===== src/rtl/alu_cmd_sequencer_if.sv =====
// Host-side command/response channel bundle for alu_cmd_sequencer.
// Optional macro ALU_SEQ_CHAIN_EN adds the cmd_chain request bit.
interface alu_cmd_sequencer_if;
  logic        cmd_valid;
  logic        cmd_ready;
  logic [3:0]  cmd_op;
  logic [31:0] cmd_a;
  logic [31:0] cmd_b;
`ifdef ALU_SEQ_CHAIN_EN
  logic        cmd_chain;
`endif
  logic        rsp_valid;
  logic        rsp_ready;
  logic [31:0] rsp_result;
  logic        rsp_flag;
  logic        rsp_zero;
  logic [3:0]  rsp_op;

  // Host / controller view
  modport master (
    output cmd_valid, cmd_op, cmd_a, cmd_b,
`ifdef ALU_SEQ_CHAIN_EN
    output cmd_chain,
`endif
    input  cmd_ready,
    input  rsp_valid, rsp_result, rsp_flag, rsp_zero, rsp_op,
    output rsp_ready
  );

  // Sequencer view
  modport slave (
    input  cmd_valid, cmd_op, cmd_a, cmd_b,
`ifdef ALU_SEQ_CHAIN_EN
    input  cmd_chain,
`endif
    output cmd_ready,
    output rsp_valid, rsp_result, rsp_flag, rsp_zero, rsp_op,
    input  rsp_ready
  );
endinterface


===== src/rtl/alu_cmd_sequencer.sv =====
// alu_cmd_sequencer: accepts host ALU commands, drives registered operands
// into the combinational ALU, waits SETTLE_CYCLES edges, captures the result
// and op-relevant overflow bit, and returns a response.
// Optional macro ALU_SEQ_CHAIN_EN: cmd_chain=1 feeds the last captured
// result back as operand a.
module alu_cmd_sequencer #(
  parameter int unsigned SETTLE_CYCLES = 2  // legal range 1..15
) (
  input  logic                 clk,
  input  logic                 rst_n,
  alu_cmd_sequencer_if.slave   host,
  output logic                 alu_enable,
  output logic [31:0]          alu_a,
  output logic [31:0]          alu_b,
  output logic [3:0]           alu_select,
  input  logic [31:0]          alu_result,
  input  logic [3:0]           alu_overflow
);

  typedef enum logic [1:0] {
    ST_IDLE   = 2'd0,
    ST_SETTLE = 2'd1,
    ST_RESP   = 2'd2
  } state_e;

  localparam logic [3:0] SETTLE_LOAD = 4'(SETTLE_CYCLES - 1);

  // Picks the overflow bit that is meaningful for the given op code.
  function automatic logic sel_flag(input logic [3:0] op, input logic [3:0] ovf);
    logic f;
    case (op)
      4'd0:    f = ovf[0];
      4'd1:    f = ovf[1];
      4'd13:   f = ovf[2];
      4'd14:   f = ovf[3];
      default: f = 1'b0;
    endcase
    return f;
  endfunction

  state_e      state_q, state_d;
  logic [3:0]  cnt_q, cnt_d;
  logic [31:0] alu_a_q, alu_a_d;
  logic [31:0] alu_b_q, alu_b_d;
  logic [3:0]  alu_sel_q, alu_sel_d;
  logic        alu_en_q, alu_en_d;
  logic        cmd_ready_q, cmd_ready_d;
  logic        rsp_valid_q, rsp_valid_d;
  logic [31:0] rsp_result_q, rsp_result_d;
  logic [3:0]  rsp_op_q, rsp_op_d;
  logic        rsp_flag_q, rsp_flag_d;
  logic [31:0] a_src_s;

  // Operand a source: chained previous result or the host operand.
`ifdef ALU_SEQ_CHAIN_EN
  assign a_src_s = host.cmd_chain ? rsp_result_q : host.cmd_a;
`else
  assign a_src_s = host.cmd_a;
`endif

  // Next-state and next-output logic for the IDLE/SETTLE/RESP sequence.
  always_comb begin
    state_d      = state_q;
    cnt_d        = cnt_q;
    alu_a_d      = alu_a_q;
    alu_b_d      = alu_b_q;
    alu_sel_d    = alu_sel_q;
    alu_en_d     = alu_en_q;
    cmd_ready_d  = cmd_ready_q;
    rsp_valid_d  = rsp_valid_q;
    rsp_result_d = rsp_result_q;
    rsp_op_d     = rsp_op_q;
    rsp_flag_d   = rsp_flag_q;
    case (state_q)
      ST_IDLE: begin
        if (host.cmd_valid) begin
          alu_a_d     = a_src_s;
          alu_b_d     = host.cmd_b;
          alu_sel_d   = host.cmd_op;
          cnt_d       = SETTLE_LOAD;
          alu_en_d    = 1'b1;
          cmd_ready_d = 1'b0;
          state_d     = ST_SETTLE;
        end else begin
          cmd_ready_d = 1'b1;
        end
      end
      ST_SETTLE: begin
        if (cnt_q == 4'd0) begin
          rsp_result_d = alu_result;
          rsp_op_d     = alu_sel_q;
          rsp_flag_d   = sel_flag(alu_sel_q, alu_overflow);
          rsp_valid_d  = 1'b1;
          alu_en_d     = 1'b0;
          state_d      = ST_RESP;
        end else begin
          cnt_d = cnt_q - 4'd1;
        end
      end
      ST_RESP: begin
        if (host.rsp_ready) begin
          rsp_valid_d = 1'b0;
          cmd_ready_d = 1'b1;
          state_d     = ST_IDLE;
        end else begin
          rsp_valid_d = 1'b1;
        end
      end
      default: begin
        state_d     = ST_IDLE;
        alu_en_d    = 1'b0;
        cmd_ready_d = 1'b1;
        rsp_valid_d = 1'b0;
      end
    endcase
  end

  // State and output registers with asynchronous reset to the idle values.
  always_ff @(posedge clk or negedge rst_n) begin
    if (!rst_n) begin
      state_q      <= ST_IDLE;
      cnt_q        <= 4'd0;
      alu_a_q      <= 32'd0;
      alu_b_q      <= 32'd0;
      alu_sel_q    <= 4'd0;
      alu_en_q     <= 1'b0;
      cmd_ready_q  <= 1'b1;
      rsp_valid_q  <= 1'b0;
      rsp_result_q <= 32'd0;
      rsp_op_q     <= 4'd0;
      rsp_flag_q   <= 1'b0;
    end else begin
      state_q      <= state_d;
      cnt_q        <= cnt_d;
      alu_a_q      <= alu_a_d;
      alu_b_q      <= alu_b_d;
      alu_sel_q    <= alu_sel_d;
      alu_en_q     <= alu_en_d;
      cmd_ready_q  <= cmd_ready_d;
      rsp_valid_q  <= rsp_valid_d;
      rsp_result_q <= rsp_result_d;
      rsp_op_q     <= rsp_op_d;
      rsp_flag_q   <= rsp_flag_d;
    end
  end

  assign alu_enable      = alu_en_q;
  assign alu_a           = alu_a_q;
  assign alu_b           = alu_b_q;
  assign alu_select      = alu_sel_q;
  assign host.cmd_ready  = cmd_ready_q;
  assign host.rsp_valid  = rsp_valid_q;
  assign host.rsp_result = rsp_result_q;
  assign host.rsp_op     = rsp_op_q;
  assign host.rsp_flag   = rsp_flag_q;
  assign host.rsp_zero   = (rsp_result_q == 32'd0);

endmodule

===== src/flat_wrapper.sv =====
// flat-port wrapper written by rule: the top's interface ports become plain ports
module alu_cmd_sequencer_flat 
#(
  parameter int unsigned SETTLE_CYCLES = 2                      
)
  (clk, rst_n, alu_enable, alu_a, alu_b, alu_select, alu_result, alu_overflow, host_cmd_valid, host_cmd_op, host_cmd_a, host_cmd_b, host_cmd_ready, host_rsp_valid, host_rsp_result, host_rsp_flag, host_rsp_zero, host_rsp_op, host_rsp_ready);
  alu_cmd_sequencer_if host_i ();
  input  logic clk;
  input  logic rst_n;
  output logic alu_enable;
  output logic [31:0] alu_a;
  output logic [31:0] alu_b;
  output logic [3:0] alu_select;
  input  logic [31:0] alu_result;
  input  logic [3:0] alu_overflow;
  input wire logic [$bits(host_i.cmd_valid)-1:0] host_cmd_valid;
  input wire logic [$bits(host_i.cmd_op)-1:0] host_cmd_op;
  input wire logic [$bits(host_i.cmd_a)-1:0] host_cmd_a;
  input wire logic [$bits(host_i.cmd_b)-1:0] host_cmd_b;
  output wire logic [$bits(host_i.cmd_ready)-1:0] host_cmd_ready;
  output wire logic [$bits(host_i.rsp_valid)-1:0] host_rsp_valid;
  output wire logic [$bits(host_i.rsp_result)-1:0] host_rsp_result;
  output wire logic [$bits(host_i.rsp_flag)-1:0] host_rsp_flag;
  output wire logic [$bits(host_i.rsp_zero)-1:0] host_rsp_zero;
  output wire logic [$bits(host_i.rsp_op)-1:0] host_rsp_op;
  input wire logic [$bits(host_i.rsp_ready)-1:0] host_rsp_ready;
  assign host_i.cmd_valid = host_cmd_valid;
  assign host_i.cmd_op = host_cmd_op;
  assign host_i.cmd_a = host_cmd_a;
  assign host_i.cmd_b = host_cmd_b;
  assign host_cmd_ready = host_i.cmd_ready;
  assign host_rsp_valid = host_i.rsp_valid;
  assign host_rsp_result = host_i.rsp_result;
  assign host_rsp_flag = host_i.rsp_flag;
  assign host_rsp_zero = host_i.rsp_zero;
  assign host_rsp_op = host_i.rsp_op;
  assign host_i.rsp_ready = host_rsp_ready;
  alu_cmd_sequencer #(.SETTLE_CYCLES(SETTLE_CYCLES)) u_core (.clk(clk), .rst_n(rst_n), .host(host_i), .alu_enable(alu_enable), .alu_a(alu_a), .alu_b(alu_b), .alu_select(alu_select), .alu_result(alu_result), .alu_overflow(alu_overflow));
endmodule

===== config.mk =====
export PLATFORM = sky130hd
export DESIGN_NAME = alu_cmd_sequencer_flat
export DESIGN_NICKNAME = d
export VERILOG_FILES = /design/src/rtl/alu_cmd_sequencer_if.sv /design/src/rtl/alu_cmd_sequencer.sv /design/src/flat_wrapper.sv
export SDC_FILE = /design/constraint.sdc
export NUM_CORES = 1
export LEC_CHECK = 0
export CAP_MARGIN = 20
export CELL_PAD_IN_SITES_DETAIL_PLACEMENT = 0
export CELL_PAD_IN_SITES_GLOBAL_PLACEMENT = 2
export CORE_MARGIN = 2
export CORE_UTILIZATION = 28
export DETAILED_ROUTE_END_ITERATION = 10
export PLACE_DENSITY_LB_ADDON = 0.08
export SYNTH_ARGS = -nofsm -noshare
export SYNTH_HDL_FRONTEND = slang
export SYNTH_SLANG_ARGS = --single-unit

===== constraint.sdc =====
create_clock -name clk -period 3.9 [get_ports clk]
set_input_delay 0.78 -clock clk [delete_from_list [all_inputs] [get_ports clk]]
set_output_delay 0.78 -clock clk [all_outputs]
set_load 0.02 [all_outputs]

==> key figures, run 1 <==
STA
  – Tightest Pin Transition: between 0.7 and 0.8 ns
  – Final Hold Fails: 0
  – Relative slew margins: 51.0%
  – Max Fclk: around 340 MHz
  – Final TNS setup: 0 ns
  – Final Max Tran Viols: 0
  – RSZ-0062 raised after global routing: no
  – Final hold slack: between 0.4 and 0.5 ns
  – Fin Clk Skew: between 0.006 and 0.007 ns
  – Period utilization: between 70 and 80%
  – Final min period: 2.90 ns
  – Final setup viols: 0

Critical path
  – Slowest CP cell: clkdlybuf4s50_1
  – Startpoint types: flip-flop
  – Critical path type: flip-flop to output port
  – Crit-path cells: nor4_1 -> nand4_1 -> nor2_1 -> clkdlybuf4s50_1
  – R2r worst-path depth: 4
  – Crit path capture type: output port
  – CP Data Arrival Time: ~2.1 ns
  – Worst path max stage delay: approximately 0.61 ns
  – Worst Path Max Fanout: 3
  – Worst path required time: between 3 and 4 ns

Synthesis
  – Syn nets: slightly above 400
  – Syn. warnings: 0
  – Seq/Total Area, Yosys: 62.6%
  – Largest family of logic cells by synthesized area: multiplexers
  – Xor and xnor fraction of the mapped netlist area: 0%
  – Post-synthesis compound-gate area fraction: 2.58%
  – Post-synthesis cell type count: 32
  – Avg Synthesized Cell Area: approximately 16 um^2
  – Post-Synth Simple-Gate Area: between 4 and 5%
  – Primary FF master, synth: dfrtp_1
  – Number of synthesized flops with an enable pin: 0
  – Multiplexer area fraction after synthesis: between 20% and 30%
  – Mapped Cells: 293
  – Post-Syn Area: 0.00456 mm^2
  – Seq cells post-synth: between 100 and 150
  – Ys async rst share: 100%
  – Synth Area in Adders: between 1.5 and 2%

Global route
  – Tot GR Track Use: 14.6%
  – Number of global-route vias before repair: 3,593
  – First-pass GRT wire length: roughly 20,000 um
  – Initial antenna violation count: 0
  – GR Overflow Total: 0
  – Pin count of the biggest net entering global routing: 70

Finish
  – NumNets Final: approximately 630
  – Area Overhead vs Synth: 65.6%
  – # diodes: 0
  – Share of cells above drive strength 1: a little over a quarter

Die
  – Initial Util: 28.7%
  – Core area: roughly 0.016 mm^2
  – IO Pins: approximately 220
  – Die H: 132 um
  – Die ar.: 0.0173 mm^2
  – Placement Rows: 46
  – Die W: roughly 130 um

Power
  – Peak supply drop: 0.435 mV
  – Part of the power in the clock network: roughly 22%
  – Reg power frac: 31.4%
  – Net Sw Frac: about a third
  – Internal: 0.00451 W
  – PwrDens: ~910 mW/mm^2
  – Combinational power share: a little under half
  – Leakage: slightly above 3 nW
  – Switch Pwr: approximately 0.0024 W

CTS
  – Clock Path Buffers: 2
  – Hold_buf cts: 0
  – Root Buffer: clkbuf_16
  – Post-cts sizing count: 0
  – Post CTS Setup Buffer Count: 0
  – CTS tree: done
  – H-tree level count: 4
  – Clock Pin Slew Worst Setup and Hold Paths: about 0.050 ns
  – Clk sinks: around 110
  – Total CTS buffers: 17
  – Clk_lat worst skew: about 0.40 ns

Drt
  – DRT Pass-1 Iters: 4
  – Number of DRC markers in iteration 0: approximately 100
  – DR vias/cell: 4.34
  – Vias after detailed routing: 3,241
  – Drt total wl: between 10,000 and 15,000 um
  – Antenna viol nets, final: 0
  – Avg WL per Cell: ~16 um
  – DRC: 0

Placed design
  – Final GP Congestion: approximately 0.73
  – I/O Buffers: between 200 and 250
  – Post-DP HPWL: slightly below 9000 um

Flow run
  – Maxcap violations: 0

Hold path
  – Min-delay worst type: input port to asynchronous set/reset pin

Run status
  – Status: finished, final reports clean
-- kinds of logic (layout without fill, tap and decap cells) --
logic type / count (synthesis) / in the layout
buf+inv: 19 / 257
compound gates: 15 / 15
fa+ha+maj: 6 / 6
mux: 108 / 108
flops: 114 / 114
simple gates: 31 / 31
-- stage by stage --
| stage | setup WS, ns | instances | power [W] | area (um^2) | utilization [%] |
|---|---|---|---|---|---|
| after floorplan | 1.97 | 293 | 0.00387 | 4560 | - |
| after global placement | 1.40 | 715 | 0.00540 | 6960 | 43.8 |
| after detailed placement | 1.38 | 715 | 0.00544 | 6960 | 43.8 |
| after CTS | 0.935 | 747 | 0.00701 | 7540 | 47.5 |
| after global routing | 0.901 | 747 | 0.00729 | 7540 | 47.5 |
| final | 0.999 | 747 | 0.00689 | 7540 | 47.5 |
-- metal layers --
metal	up-vias	GRT usage [%]	share of wire [%]
met5	-	0	0
met4	0	5.68	1.9
met3	17	7.29	9.1
met2	128	23.8	49
met1	1578	16.4	40
li1	1518	-	-
-- sequential cells by signal (all words and copies together), names as in the netlist --
signal                  cells
u_core.host.cmd_ready       1
u_core.host.rsp_result     32
u_core.cnt_q                4
u_core.alu_select           4
u_core.alu_a               32
u_core.state_q              2
u_core.alu_b               32
u_core.alu_enable           1
u_core.host.rsp_valid       1
u_core.host.rsp_flag        1
u_core.host.rsp_op          4
-- cell type report --
class	count	area, um^2
flip-flops and latches	114	2850
clock buffers	21	470
clock inverters	11	110
well taps	216	270
multi-input cells	160	1610
fillers	1475	8340
repair buffers	218	2200
inverters	7	26.3
-- power groups by stage --
stage                     Clock [W]  Combinational, W  Sequential (W)
after detailed placement          0           0.00326         0.00218
final                       0.00151           0.00322         0.00216
after CTS                   0.00157           0.00328         0.00217
after global routing        0.00162           0.00342         0.00225
after floorplan                   0           0.00102         0.00284
after global placement            0           0.00326         0.00214
-- cell usage after synthesis (3+ instances only) --
library cell	instances	area share (%)
a21oi_1	3	0.33
ha_1	6	1.6
nand3b_1	3	0.49
nor2_1	3	0.25
nor4_1	10	1.4
dfrtp_1	113	62
buf_2	10	1.1
inv_1	7	0.58
mux2_2	106	26
-- final timing paths --
path | startpoint | endpoint | slack (ns)
worst max-delay path | u_core.host.rsp_result[1]$_DFFE_PN0P_ | host_rsp_zero | 1.0
worst min-delay path | rst_n | u_core.host.rsp_valid$_DFFE_PN0P_ | 0.43
worst max register to register | u_core.state_q[1]$_DFFE_PN0P_ | u_core.host.rsp_result[23]$_DFFE_PN0P_ | 1.77
worst min register to register | u_core.alu_a[30]$_DFFE_PN0P_ | u_core.alu_a[30]$_DFFE_PN0P_ | 0.50
max in group asynchronous | rst_n | u_core.host.rsp_result[19]$_DFFE_PN0P_ | 2.71
min in group clk | u_core.alu_a[30]$_DFFE_PN0P_ | u_core.alu_a[30]$_DFFE_PN0P_ | 0.50
-- layout by cell type (no fill, tap or decap), drive strengths merged, types with 3 or more instances in the layout --
cell type	count
clkinv	7
a21oi	3
inv	7
nor4	10
nand3b	3
buf	3
clkdlybuf4s50	215
clkbuf	21
nor2	3
ha	6
dfrtp	113
mux2	106
-- worst max-delay path, delay by kind of cell (launching register included) --
family,cells,cell delay [ns]
flip-flops,1,0.38
buffers and inverters,1,0.61
AND/OR/NAND/NOR,3,0.73
No activity file was read; power rests on OpenSTA's default activity.
==> run 2: changes to the inputs <==
--- a/config.mk
+++ b/config.mk
@@ -9,7 +9,7 @@
 export CELL_PAD_IN_SITES_DETAIL_PLACEMENT = 0
 export CELL_PAD_IN_SITES_GLOBAL_PLACEMENT = 2
 export CORE_MARGIN = 2
-export CORE_UTILIZATION = 28
+export CORE_UTILIZATION = 26
 export DETAILED_ROUTE_END_ITERATION = 10
 export PLACE_DENSITY_LB_ADDON = 0.08
 export SYNTH_ARGS = -nofsm -noshare
==> constraint.sdc (replaced) <==
create_clock -name clk -period 3 [get_ports clk]
set_input_delay 0.6 -clock clk [delete_from_list [all_inputs] [get_ports clk]]
set_output_delay 0.6 -clock clk [all_outputs]
set_load 0.02 [all_outputs]
==> key figures, run 2 (synthesized netlist as in run 1, its figures left out) <==
Die
  – Die W: approximately 140 um
  – Die H: between 100 and 150 um
  – Core area: 0.0172 mm^2
  – Die ar.: ~0.019 mm^2
  – Initial Util: a little over a quarter
  – IO Pins: ~220
  – Placement Rows: 48

Finish
  – NumNets Final: 634
  – Most common cell after layout, fill and taps aside: clkdlybuf4s50_1
  – Most frequent cells in the layout: clkdlybuf4s50_1, dfrtp_1, mux2_2
  – Area Overhead vs Synth: 66.1%
  – Final Util: 43.9%
  – Share of cells above drive strength 1: 27.6%
  – # diodes: 0

Critical path
  – Crit path capture type: output port
  – Worst r2r dst: u_core.host.rsp_result[21]$_DFFE_PN0P_
  – Worst Path Max Fanout: 3
  – R2r worst-path depth: 4
  – Critical path type: flip-flop to output port
  – CP Data Arrival Time: ~2.1 ns
  – R2R Path Start: u_core.state_q[1]$_DFFE_PN0P_
  – Startpoint types: flip-flop
  – FF-to-FF setup slack: roughly 0.85 ns
  – Worst path required time: 2.40 ns

STA
  – Tightest Pin Transition: 0.640 ns
  – Fin Clk Skew: 0.00923 ns
  – Relative slew margins: between 50% and 60%
  – Final Hold Fails: 0
  – Period utilization: between 90% and 100%
  – Final TNS setup: 0 ns
  – RSZ-0062 raised after global routing: no
  – Final Max Tran Viols: 0
  – Final min period: between 2 and 3 ns
  – Final setup viols: 0
  – Max Fclk: between 300 and 400 MHz

Drt
  – Met3 wire len: approximately 1200 um
  – DRC: 0
  – Met1 wire length: a little under 5000 um
  – Antenna viol nets, final: 0
  – DRT Pass-1 Iters: 4
  – DR top layer: met4
  – Vias after detailed routing: ~3,300
  – Routed met2 length: between 6000 and 7000 um
  – Avg WL per Cell: between 15 and 20 um
  – DR vias/cell: around 4.3
  – Drt total wl: 12,300 um
  – Number of DRC markers in iteration 0: 79

Global route
  – Tot GR Track Use: between 10% and 20%
  – Initial antenna violation count: 0
  – First-pass GRT wire length: roughly 19,000 um
  – Number of global-route vias before repair: approximately 3,500
  – GR Overflow Total: 0
  – Pin count of the biggest net entering global routing: 50

CTS
  – Clk sinks: between 100 and 150
  – Total CTS buffers: 17
  – Post-cts sizing count: 0
  – Post CTS Setup Buffer Count: 0
  – Hold_buf cts: 0
  – Clock Path Buffers: 2
  – H-tree level count: 4
  – Clock Pin Slew Worst Setup and Hold Paths: approximately 0.05 ns
  – Clk_lat worst skew: 0.41 ns
  – CTS tree: done
  – Root Buffer: clkbuf_16

Power
  – Peak supply drop: 0.523 mV
  – Design Power: 0.00898 W
  – Leakage: roughly 3.1 nW
  – PwrDens: 1190 mW/mm^2

Flow run
  – Maxcap violations: 0

Run status
  – Status: finished, final reports clean

Hold path
  – Min-delay worst type: input port to asynchronous set/reset pin

Placed design
  – Final GP Congestion: between 0.7 and 0.8
  – I/O Buffers: between 200 and 250
  – Post-DP HPWL: 8860 um
## run 2: changes by cell type in the layout (fill, tap and decap cells not counted)
cell | before | now
clkinv_4 | 0 | 4
buf_4 | 1 | 3
clkbuf_8 | 3 | 1
clkinv_2 | 7 | 5
clkinvlp_4 | 2 | 1
inv_6 | 0 | 1
## run 2: worst max-delay path, stage by stage, from the launching register on
cell and delay (ns):
dfrtp_1 0.39, nor4_1 0.36, nand4_1 0.21, nor2_1 0.15
clkdlybuf4s50_1 0.62
## run 2: worst max path at each step
stage	to	cells past startpoint	slack, ns	start
2_1_floorplan	u_core.host.rsp_result[26]$_DFFE_PN0P_	7	1.20	u_core.state_q[1]$_DFFE_PN0P_
4_1_cts	host_rsp_zero	4	0.20	u_core.host.rsp_result[1]$_DFFE_PN0P_
6_report	host_rsp_zero	4	0.27	u_core.host.rsp_result[9]$_DFFE_PN0P_
5_1_grt	host_rsp_zero	4	0.08	u_core.host.rsp_result[1]$_DFFE_PN0P_
3_5_place_dp	host_rsp_zero	4	0.65	u_core.host.rsp_result[1]$_DFFE_PN0P_
3_3_place_gp	host_rsp_zero	4	0.62	u_core.host.rsp_result[1]$_DFFE_PN0P_
## run 2: final cells by class
class / instances / area [um^2]
clock buffers: 19 / 443
well taps: 225 / 282
multi-input cells: 160 / 1610
flip-flops and latches: 114 / 2850
repair buffers: 220 / 2210
inverters: 7 / 26.3
fillers: 1527 / 9670
clock inverters: 13 / 136
## run 2: stage by stage
step                instances  cell area (um^2)  worst slack (ns)  hold slack (ns)
floorplan                 293              4560              1.20            0.304
global placement          726              6990             0.620            0.488
detailed placement        726              6990             0.647            0.492
CTS                       758              7570             0.205            0.233
global route              758              7570            0.0762            0.257
finish                    758              7570             0.265            0.208
## run 2: routing by layer
metal,GRT usage (%),vias up
met5,0,-
met4,4.51,0
met3,7.53,9
met2,21.6,118
met1,15.8,1615
li1,-,1521
## run 2: report_power, final
group | leakage [nW] | switching, W | internal [W]
Sequential | 1.36 | 0.000479 | 0.00233
Clock | 0.287 | 0.000727 | 0.00124
Combinational | 1.47 | 0.00193 | 0.00227
==> run 3: changes to the inputs <==
--- a/config.mk
+++ b/config.mk
@@ -5,11 +5,11 @@
 export SDC_FILE = /design/constraint.sdc
 export NUM_CORES = 1
 export LEC_CHECK = 0
-export CAP_MARGIN = 20
+export CAP_MARGIN = 40
 export CELL_PAD_IN_SITES_DETAIL_PLACEMENT = 0
 export CELL_PAD_IN_SITES_GLOBAL_PLACEMENT = 2
 export CORE_MARGIN = 2
-export CORE_UTILIZATION = 26
+export CORE_UTILIZATION = 23
 export DETAILED_ROUTE_END_ITERATION = 10
 export PLACE_DENSITY_LB_ADDON = 0.08
 export SYNTH_ARGS = -nofsm -noshare
==> constraint.sdc (replaced) <==
create_clock -name clk -period 2.5 [get_ports clk]
set_input_delay 0.5 -clock clk [delete_from_list [all_inputs] [get_ports clk]]
set_output_delay 0.5 -clock clk [all_outputs]
set_load 0.02 [all_outputs]
==> key figures, run 3 (synthesized netlist as in run 1, its figures left out) <==
Run status
  – Status: finished, final reports clean

Drt
  – Vias after detailed routing: between 3,000 and 4,000
  – DRC: 0
  – DR vias/cell: a little over 4
  – Avg WL per Cell: around 16 um
  – Antenna viol nets, final: 0
  – Number of DRC markers in iteration 0: around 110
  – DRT Pass-1 Iters: 4
  – Drt total wl: 12,700 um

Die
  – Core area: around 0.019 mm^2
  – IO Pins: about 220
  – Die ar.: 0.0209 mm^2
  – Initial Util: a little under a quarter
  – Placement Rows: 51
  – Die H: approximately 140 um
  – Die W: between 100 and 150 um

Power
  – Leakage: roughly 3.1 nW
  – Peak supply drop: around 0.53 mV
  – PwrDens: 1420 mW/mm^2

Placed design
  – Placed instance area: 0.00704 mm^2
  – Final GP Congestion: ~0.68
  – I/O Buffers: ~220
  – Post-DP HPWL: slightly above 9000 um

CTS
  – Clock Pin Slew Worst Setup and Hold Paths: about 0.05 ns
  – Total CTS buffers: 17
  – CTS tree: done
  – Clock Path Buffers: 2
  – Clk sinks: approximately 110
  – H-tree level count: 4
  – Post CTS Setup Buffer Count: 0
  – Clk_lat worst skew: 0.41 ns
  – Root Buffer: clkbuf_16

STA
  – Final TNS setup: 0 ns
  – Final min period: between 2 and 2.5 ns
  – Max Fclk: 444 MHz
  – Final Max Tran Viols: 0
  – Fin Clk Skew: ~0.0088 ns
  – Tightest Pin Transition: 0.633 ns
  – Relative slew margins: a little under 60%
  – Period utilization: around nine tenths
  – RSZ-0062 raised after global routing: no
  – Final Hold Fails: 0
  – Final setup viols: 0

Global route
  – GR Overflow Total: 0
  – Initial antenna violation count: 0
  – Pin count of the biggest net entering global routing: 70
  – First-pass GRT wire length: between 15,000 and 20,000 um
  – Number of global-route vias before repair: approximately 3,500
  – Tot GR Track Use: 12.3%

Finish
  – Area Overhead vs Synth: 67.8%
  – NumNets Final: ~630
  – Most frequent cells in the layout: clkdlybuf4s50_1, dfrtp_1, mux2_2
  – Multi-input logic area: 0.00163 mm^2
  – Reg area: 0.00285 mm^2
  – Filler instances: approximately 1,900
  – Most common cell after layout, fill and taps aside: clkdlybuf4s50_1
  – # diodes: 0
  – Share of cells above drive strength 1: 27.8%
  – Fin area: between 0.007 and 0.008 mm^2

Hold path
  – Min-delay worst type: input port to asynchronous set/reset pin

Critical path
  – Slowest CP cell: dfrtp_1
  – Worst path max stage delay: approximately 0.4 ns
  – Worst Path Max Fanout: 3
  – Crit path capture type: output port
  – R2r worst-path depth: 4
  – Crit-path cells: nor4_1 -> nand4_1 -> nor2_1 -> dlygate4sd2_1
  – Startpoint types: flip-flop
  – Worst path required time: around 2.0 ns
  – CP Data Arrival Time: 1.75 ns
  – Critical path type: flip-flop to output port

Flow run
  – Maxcap violations: 0
[run 3: worst paths after layout]
| path | start | endpoint | slack (ns) |
|---|---|---|---|
| worst max-delay path | u_core.host.rsp_result[9]$_DFFE_PN0P_ | host_rsp_zero | 0.25 |
| worst min-delay path | rst_n | u_core.state_q[1]$_DFFE_PN0P_ | 0.02 |
| worst max register to register | u_core.cnt_q[0]$_DFFE_PN0P_ | u_core.host.rsp_result[24]$_DFFE_PN0P_ | 0.57 |
| worst min register to register | u_core.alu_a[31]$_DFFE_PN0P_ | u_core.alu_a[31]$_DFFE_PN0P_ | 0.50 |
| max in group asynchronous | rst_n | u_core.alu_b[5]$_DFFE_PN0P_ | 1.76 |
| min in group clk | u_core.alu_a[31]$_DFFE_PN0P_ | u_core.alu_a[31]$_DFFE_PN0P_ | 0.50 |
[run 3: power by group]
part           internal (W)  switching (W)
Combinational       0.00273        0.00233
Sequential          0.00280       0.000580
Clock               0.00161       0.000843
[run 3: area by class of cell]
cell class	count	area share (%)
Clock buffer	21	6.02
Clock inverter	11	1.77
Inverter	7	0.344
Multi-Input combinational cell	160	21.3
Sequential cell	114	37.3
Tap cell	265	4.34
Timing Repair Buffer	220	28.9
[run 3: metal layers]
metal,vias to the layer above,part of all wire [%],track usage (%)
met5,-,0,0
li1,1521,-,-
met3,19,9.4,5.86
met4,0,2.6,6.08
met2,128,47,18.5
met1,1620,41,14.8
[run 3: critical path, delay by kind of cell (launching register included)]
kind,cells,cell delay (ns)
simple gates,3,0.60
flops,1,0.39
buf+inv,1,0.35
[run 3: metrics by stage]
stage | std cells | setup slack, ns | hold WS, ns | utilization (%) | power [W]
2_1_floorplan | 293 | 0.705 | 0.204 | - | 0.00603
3_3_place_gp | 766 | 0.300 | 0.475 | 36.2 | 0.00848
3_5_place_dp | 766 | 0.308 | 0.478 | 36.2 | 0.00854
4_1_cts | 798 | 0.169 | 0.0274 | 39.3 | 0.0111
6_report | 798 | 0.250 | 0.0243 | 39.3 | 0.0109
5_1_grt | 798 | 0.0779 | 0.0509 | 39.3 | 0.0115
[run 3: repair_timing]
action                                  in CTS  in global routing
hold buffers                                 0                  0
gates resized for setup                      3                  0
endpoints found under the setup margin       1                  0
